--- src/rtl/channel_avgpool.sv ---
// Streaming per-channel average pooling over non-overlapping windows of POOL_LEN valid samples.
// Optional rounding (round half up, clamped to max) is enabled with `define CHANNEL_AVGPOOL_ROUND_EN.
module channel_avgpool #(
    parameter int DATA_WIDTH = 16,
    parameter int NUM_CH     = 4,
    parameter int POOL_LEN   = 8
) (
    input  logic                         clk,
    input  logic                         rst,
    input  logic signed [DATA_WIDTH-1:0] x_in [0:NUM_CH-1],
    input  logic                         x_valid,
    input  logic                         flush,
    output logic signed [DATA_WIDTH-1:0] y_out [0:NUM_CH-1],
    output logic                         y_valid,
    output logic                         win_busy
);

    localparam int LOG2_POOL = $clog2(POOL_LEN);
    localparam int CNT_W     = (LOG2_POOL > 0) ? LOG2_POOL : 1;
`ifdef CHANNEL_AVGPOOL_ROUND_EN
    // One guard bit keeps the rounding bias from wrapping a full-scale positive sum.
    localparam int ACC_W = DATA_WIDTH + LOG2_POOL + 1;
    localparam logic signed [ACC_W-1:0] ROUND_BIAS = ACC_W'((2 ** LOG2_POOL) / 2);
    localparam logic signed [ACC_W-1:0] Y_MAX_EXT =
        {{(ACC_W - DATA_WIDTH + 1){1'b0}}, {(DATA_WIDTH - 1){1'b1}}};
    localparam logic signed [DATA_WIDTH-1:0] Y_MAX = {1'b0, {(DATA_WIDTH - 1){1'b1}}};
`else
    localparam int ACC_W = DATA_WIDTH + LOG2_POOL;
`endif
    localparam logic [CNT_W-1:0] LAST_CNT = CNT_W'(POOL_LEN - 1);

    logic signed [ACC_W-1:0]      acc_q   [0:NUM_CH-1];
    logic signed [ACC_W-1:0]      acc_d   [0:NUM_CH-1];
    logic signed [ACC_W-1:0]      sum_w   [0:NUM_CH-1];
    logic signed [ACC_W-1:0]      shr_w   [0:NUM_CH-1];
    logic signed [DATA_WIDTH-1:0] y_cand  [0:NUM_CH-1];
    logic signed [DATA_WIDTH-1:0] y_q     [0:NUM_CH-1];
    logic signed [DATA_WIDTH-1:0] y_d     [0:NUM_CH-1];
    logic [CNT_W-1:0]             cnt_q, cnt_d;
    logic                         y_valid_q, y_valid_d;
    logic                         busy_q, busy_d;
    logic                         last_w;

    assign last_w = (cnt_q == LAST_CNT);

    genvar gi;
    generate
        for (gi = 0; gi < NUM_CH; gi++) begin : g_ch
            assign sum_w[gi] = acc_q[gi] + ACC_W'(x_in[gi]);
`ifdef CHANNEL_AVGPOOL_ROUND_EN
            assign shr_w[gi]  = (sum_w[gi] + ROUND_BIAS) >>> LOG2_POOL;
            assign y_cand[gi] = (shr_w[gi] > Y_MAX_EXT) ? Y_MAX : DATA_WIDTH'(shr_w[gi]);
`else
            // Arithmetic shift floors toward -inf; the window mean always fits in DATA_WIDTH.
            assign shr_w[gi]  = sum_w[gi] >>> LOG2_POOL;
            assign y_cand[gi] = DATA_WIDTH'(shr_w[gi]);
`endif
        end
    endgenerate

    always_comb begin
        acc_d     = acc_q;
        y_d       = y_q;
        cnt_d     = cnt_q;
        y_valid_d = 1'b0;
        if (flush) begin
            cnt_d = '0;
            for (int i = 0; i < NUM_CH; i++) acc_d[i] = '0;
        end else if (x_valid) begin
            if (last_w) begin
                y_d       = y_cand;
                y_valid_d = 1'b1;
                cnt_d     = '0;
                for (int i = 0; i < NUM_CH; i++) acc_d[i] = '0;
            end else begin
                acc_d = sum_w;
                cnt_d = cnt_q + 1'b1;
            end
        end
        busy_d = (cnt_d != '0);
    end

    always_ff @(posedge clk) begin
        if (rst) begin
            cnt_q     <= '0;
            y_valid_q <= 1'b0;
            busy_q    <= 1'b0;
            for (int i = 0; i < NUM_CH; i++) begin
                acc_q[i] <= '0;
                y_q[i]   <= '0;
            end
        end else begin
            cnt_q     <= cnt_d;
            y_valid_q <= y_valid_d;
            busy_q    <= busy_d;
            acc_q     <= acc_d;
            y_q       <= y_d;
        end
    end

    assign y_out    = y_q;
    assign y_valid  = y_valid_q;
    assign win_busy = busy_q;

endmodule

--- config.mk ---
export PLATFORM = sky130hd
export DESIGN_NAME = channel_avgpool
export DESIGN_NICKNAME = d
export VERILOG_FILES = /design/src/rtl/channel_avgpool.sv
export SDC_FILE = /design/constraint.sdc
export NUM_CORES = 1
export LEC_CHECK = 0
export ABC_AREA = 1
export CORE_MARGIN = 5
export CORE_UTILIZATION = 50
export CTS_CLUSTER_SIZE = 12
export DETAILED_ROUTE_END_ITERATION = 16
export GPL_ROUTABILITY_DRIVEN = 1
export PLACE_DENSITY = 0.82
export REMOVE_ABC_BUFFERS = 1
export SYNTH_ARGS = -nofsm -noshare
export SYNTH_HDL_FRONTEND = slang
export SYNTH_SLANG_ARGS = --single-unit
export TNS_END_PERCENT = 50
--- constraint.sdc ---
create_clock -name clk -period 1.87 [get_ports clk]
set_input_delay 0.374 -clock clk [delete_from_list [all_inputs] [get_ports clk]]
set_output_delay 0.374 -clock clk [all_outputs]
set_load 0.05 [all_outputs]
==> results of run 1 <==
[cell type report]
| class | instances | area, µm² | share of cell area (%) |
|---|---|---|---|
| Multi-Input combinational cell | 1162 | 6918 | 50.08 |
| Sequential cell | 145 | 2908 | 21.05 |
| Timing Repair Buffer | 262 | 2307 | 16.70 |
| Inverter | 210 | 790.8 | 5.724 |
| Clock buffer | 20 | 446.7 | 3.233 |
| Tap cell | 265 | 331.6 | 2.400 |
| Clock inverter | 12 | 110.1 | 0.7970 |
| Antenna cell | 1 | 2.502 | 0.01811 |
[sequential cells by signal, summed over array words and instances, names as in the netlist]
| register | count |
|---|---|
| y_out | 64 |
| cnt_q | 3 |
| y_valid | 1 |
| win_busy | 1 |
| acc_q | 76 |
[Yosys cell counts (11+ instances only)]
cell and number:
nand3_1 80, nand3b_1 16, buf_4 11, nor2_1 183
nand2_2 30, nand3_2 25, nand2_1 497, a21oi_2 17
dfxtp_1 145, a21oi_1 120, ha_1 74, o21ai_0 43
xor2_1 14, buf_2 11, inv_1 206
[timing repair]
action / in CTS / in global routing
resized for setup: 24 / 168
setup buffers: 1 / 11
pin swaps: 9 / 41
setup endpoints to repair: 39 / 106
[power groups by stage]
stage | clock (mW) | sequential (mW) | combinational (mW)
after floorplan | 0 | 3.27 | 1.01
after global placement | 0 | 3.27 | 1.68
after detailed placement | 0 | 3.27 | 1.71
after CTS | 3.33 | 3.20 | 1.73
after global routing | 3.47 | 3.23 | 2.17
final | 3.29 | 3.22 | 1.98
[metrics by stage]
step | hold slack (ns) | util, % | setup TNS, ns | power [mW] | cell area (µm²)
after detailed placement | 0.4607 | 62.46 | -45.84 | 4.978 | 12240
after global placement | 0.4548 | 62.46 | -41.21 | 4.944 | 12240
final | 0.3682 | 70.52 | 0 | 8.495 | 13810
after CTS | 0.4100 | 65.50 | -0.03097 | 8.270 | 12830
after floorplan | 0.4464 | - | -42.82 | 4.274 | 9728
after global routing | 0.4178 | 70.52 | -1.012 | 8.873 | 13810
[metal layers]
| layer | share of wire (%) | track usage, % |
|---|---|---|
| met1 | 44 | 32.00 |
| met2 | 48 | 40.54 |
| met3 | 5.9 | 3.800 |
| met4 | 1.8 | 7.706 |
| met5 | 0 | 0 |
[worst reg2reg max path, delay by kind of cell (launching register included)]
kind          cells  cell delay (ns)
fa+ha+maj         2             0.49
buf+inv           4             0.27
flops             1             0.36
simple gates      8             0.56
[worst paths after layout]
path,cells past startpoint,to,slack (ns),start
max,13,y_out[12]$_SDFFE_PP0P_,0.03,x_in[6]
min reg2reg,2,acc_q[32]$_SDFFE_PP0P_,0.47,acc_q[32]$_SDFFE_PP0P_
max reg2reg,14,y_out[43]$_SDFFE_PP0P_,0.09,acc_q[38]$_SDFFE_PP0P_
min,4,acc_q[0]$_SDFFE_PP0P_,0.37,x_in[0]
[logic make-up (layout without fill, tap and decap cells)]
kind of cell / count (synthesis) / after routing / share of synthesized area, %
buffers and inverters: 253 / 504 / 10.52
and+or+nand+nor: 862 / 862 / 37.22
adders and majority gates: 78 / 78 / 10.07
other: 0 / 1 / 0
xor gates and xnor gates: 22 / 22 / 1.929
AOI/OAI and AO/OA: 200 / 200 / 11.21
DFF: 145 / 145 / 29.05
==> metrics.yaml, run 1 <==
yosys:
  synth_top_cell_area_share_pct: 29.05
  synth-warning-count: 0
  async_reset_ff_share_pct: 0
  netlist_area_mm2: 0.009991
  synth_ff_type: "dfxtp_1"
  yosys.area.top_type: "dfxtp_1"
  ys_ff_latch: 145
  synth_cell_types: 38
  synth_area_leaders: "dfxtp_1, nand2_1, ha_1"
  synth_cells: 1560
  synth_edf_count: 0
  yosysSeqAreaShare_pct: 29.05
  synth.avg_cell_area_um2: 6.404
finish:
  drive_above_1_share_pct: 23.47
  syn_to_final_growth_pct: 38.27
  nFillCells: 1526
  final_cell_mix: "nand2_1, inv_1, nor2_1, buf_4, dfxtp_1"
  final_common_cell: "nand2_1"
  finalNonFillerCells: 2077
  layout.nets: 1944
route:
  avgRoutedWirePerCell_um: 14.26
  first_pass_iters: 7
  ant_nets: 0
  drt-vias-per-instance: 5.126
  drt-total-wl_um: 29620
  drt-initial-drc-count: 524
  vias: 10647
  drc: 0
setup_path:
  crit_fanout: 4
  arrival_ns: 2.17
  cp_top_family: "simple AND/OR/NAND/NOR gates"
  cpMostUsedCell: "nand2_1"
  cpPeakStageDelay_ns: 0.47
  critPathBufInv: 2
  cp.required_ns: 2.19
  critPathLaunchType: "input pin"
  cp_slowest_cell: "clkdlybuf4s50_1"
  crit_chain: "clkdlybuf4s50_1, ha_4, nand2_2, nor2_1, nand2_2, nand2_4, nand3_1, nand2_1, nand2_1, nand2_1, nand2_1, nand2_1, inv_1"
  endpoint_kind: "register"
  worst-setup-path-type: "input pin to register"
flow_run:
  maxCapViolations: 0
timing:
  period_needed_ns: 1.843
  fin_ws_ns: 0.02716
  max_freq_mhz: 542.6
  tightest_slew_ns: 0.5017
  drv_slew: 0
  max_slew_margin_pct: 66.69
  fin_skew_ns: 0.01126
  post-route-period-util_pct: 98.55
  report.final.setup_viol: 0
  finalHoldViolations: 0
  rsz0062_at_grt: "yes"
die:
  io_pins: 134
  die_h_um: 151.4
  row_count: 51
  die_area_mm2: 0.02291
  initial_core_util_pct: 51.00
  die_w_um: 151.4
  core_area_mm2: 0.01959
power_and_ir_drop:
  p_leak_nw: 7.261
  clkPwrFrac_pct: 38.8
  combinationalPowerShare_pct: 23.3
  switching_share_pct: 30.13
  internal-power_mw: 5.935
  seq_power_share_pct: 37.9
  switching_power_mw: 2.560
  p_per_area_mw_per_mm2: 614.9
  irDropWorstVdd_mv: 0.6310
placed_design:
  gp_congestion: 0.9147
  dp.final_hpwl_um: 20100
  io_buffers: 133
  pre_cts_slack_ns: -0.5694
  post-place-cells: 2032
global_routing:
  grt_max_degree: 47
  grt_pass1_vias: 9958
  grt_antenna_before_repair: 1
  grt-ovfl-total: 0
  grt_pass1_wl_um: 45440
  grtUsageTotal_pct: 24.23
hold_path:
  holdCritPathClass: "input pin to register"
cts:
  cts_buffers: 17
  cts_buffer_depth: 2
  path_clk_slew_ns: 0.06
  clock_latency_ns: 0.43
  cts_root_buffer: "clkbuf_16"
  cts_sinks: 145
  h-tree-depth: 4
  cts_tree: "built"
  ctsHoldBuffers: 0
outcome:
  outcome: "complete, no violations"
No activity file was read; power rests on OpenSTA's default activity.
==> run 2: changes to the inputs <==
CORE_ASPECT_RATIO = 1.1   (was default)
SKIP_CTS_REPAIR_TIMING = 1   (was default)
==> metrics.yaml, run 2 (synthesized netlist as in run 1, its figures left out) <==
outcome:
  outcome: "complete, no violations"
die:
  die_h_um: 158.3  # +4.6%
  row_count: 54  # +5.9%
  die_w_um: 144.8  # -4.3%
  initial_core_util_pct: 50.64  # -0.36 points
  die_area_mm2: 0.02291  # about the same
  core_area_mm2: 0.01973  # +0.71%
  io_pins: 134  # unchanged
global_routing:
  grt-ovfl-total: 0  # unchanged
  grt_pass1_wl_um: 44280  # -2.6%
  grt_pass1_vias: 9797  # -1.6%
  grt_antenna_before_repair: 1  # unchanged
  grtUsageTotal_pct: 23.47  # -0.76 points
  grt_max_degree: 52  # +11%
setup_path:
  r2r_slack_ns: 0.02  # -0.07 ns
  cp.required_ns: 2.19  # about the same
  arrival_ns: 2.18  # about the same
  worst-setup-path-type: "input pin to register"
  critPathLaunchType: "input pin"
  endpoint_kind: "register"
  crit_fanout: 5  # +1
finish:
  syn_to_final_growth_pct: 36.10
  largest-register: "acc_q"
  final_cell_mix: "nand2_1, inv_1, nor2_1"
  largest_register_ffs: 76  # unchanged
  drive_above_1_share_pct: 23.03  # -0.44 points
  antenna_cells: 0  # -1
  finalNonFillerCells: 2054  # -1.1%
  final_common_cell: "nand2_1"
  layout.nets: 1936  # -0.41%
  design_area_mm2: 0.01360  # -1.6%
route:
  drt-total-wl_um: 29210  # -1.4%
  first_pass_iters: 6  # -1
  drt-initial-drc-count: 577  # +10%
  avgRoutedWirePerCell_um: 14.22  # -0.28%
  ant_nets: 0  # unchanged
  vias: 10538  # -1.0%
  drc: 0  # unchanged
  drt-vias-per-instance: 5.130  # about the same
placed_design:
  gp_congestion: 0.9189  # +0.46%
  io_buffers: 133  # unchanged
  post-place-cells: 2020  # -0.59%
  place_area_mm2: 0.01219  # -0.40%
  dp.final_hpwl_um: 20100  # about the same
timing:
  drv_slew: 0  # unchanged
  max_freq_mhz: 537.0  # -1.0%
  fin_skew_ns: 0.009801  # -0.001455 ns
  post-route-period-util_pct: 99.59  # +1.0 points
  tightest_slew_ns: 0.5088  # +0.007088 ns
  whs_ns: 0.3578  # -0.01044 ns
  period_needed_ns: 1.862  # +0.01941 ns
  report.final.setup_viol: 0  # unchanged
  rsz0062_at_grt: "yes"
  finalHoldViolations: 0  # unchanged
  max_slew_margin_pct: 66.03  # -0.66 points
cts:
  path_clk_slew_ns: 0.06  # about the same
  cts_tree: "built"
  clock_latency_ns: 0.43  # about the same
  cts_root_buffer: "clkbuf_16"
  h-tree-depth: 4  # unchanged
  cts_sinks: 145  # unchanged
  cts_buffer_depth: 2  # unchanged
  cts_buffers: 17  # unchanged
hold_path:
  holdCritPathClass: "input pin to register"
flow_run:
  maxCapViolations: 0  # unchanged
power_and_ir_drop:
  p_per_area_mw_per_mm2: 640.4  # +4.1%
  irDropWorstVdd_mv: 0.6672  # +5.7%
  p_total_mw: 8.708  # +2.5%
  p_leak_nw: 7.199  # -0.86%
==> run 2: changes by cell type in the layout (fill, tap and decap cells not counted), moves of 4 or more <==
cell | previous run | this run
a21oi_1 | 114 | 108
a21oi_2 | 22 | 28
clkdlybuf4s50_1 | 49 | 53
dlygate4sd2_1 | 9 | 0
ha_1 | 26 | 31
ha_4 | 41 | 36
nand3_4 | 8 | 3
nor2_1 | 174 | 180
nor2_2 | 13 | 9
==> run 2: routing by layer <==
layer  share of wire [%]  wire length, µm  vias up  track usage, %
met5               0.041               12        -               0
met1                  41            12120     4844           29.05
li1                    -                -     5348               -
met3                 6.1             1795       53           4.205
met2                  50            14750      291           42.14
met4                 1.8              536        2           5.642
==> run 2: path summary, 6_finish.rpt <==
| path | from | end | depth (start not counted) |
|---|---|---|---|
| worst max-delay path | x_in[60] | y_out[63]$_SDFFE_PP0P_ | 14 |
| worst min register to register | acc_q[51]$_SDFFE_PP0P_ | acc_q[51]$_SDFFE_PP0P_ | 2 |
| worst max register to register | acc_q[19]$_SDFFE_PP0P_ | acc_q[25]$_SDFFE_PP0P_ | 10 |
| worst min-delay path | rst | cnt_q[1]$_SDFF_PP0_ | 4 |
==> run 2: area by class of cell <==
| class | instances | area (µm²) |
|---|---|---|
| clock buffer | 18 | 439.2 |
| clock inverter | 13 | 161.4 |
| fill | 1596 | 6131 |
| inverter | 210 | 793.3 |
| multi-input combinational | 1162 | 6777 |
| sequential | 145 | 2908 |
| tap | 252 | 315.3 |
| timing repair buffer | 254 | 2205 |
==> run 2: worst max-delay path, cell delays in order <==
cell,delay [ns]
clkdlybuf4s50_1,0.43
ha_1,0.41
nand2_2,0.14
inv_1,0.04
nand2_1,0.06
nand2_1,0.07
nand2_1,0.08
nand2_1,0.05
nor2_1,0.18
nand3_2,0.11
nand2_1,0.08
nand2_1,0.05
nand2_1,0.05
inv_1,0.04
==> run 2: stage by stage <==
stage	setup TNS [ns]	utilization, %	worst slack [ns]
final	0	68.92	0.007745
after global routing	-1.365	68.92	-0.1116
after CTS	-1.579	64.81	-0.1179
after detailed placement	-44.44	61.77	-0.5454
after global placement	-40.16	61.77	-0.5313
after floorplan	-42.82	-	-0.5596
==> run 2: power breakdown <==
group | switching, mW | internal, mW | leakage, nW | total (mW)
clock network | 1.45 | 2.13 | 0.296 | 3.58
registers | 0.0565 | 3.16 | 1.18 | 3.22
logic | 1.04 | 0.865 | 5.73 | 1.91
total | 2.55 | 6.16 | 7.20 | 8.71
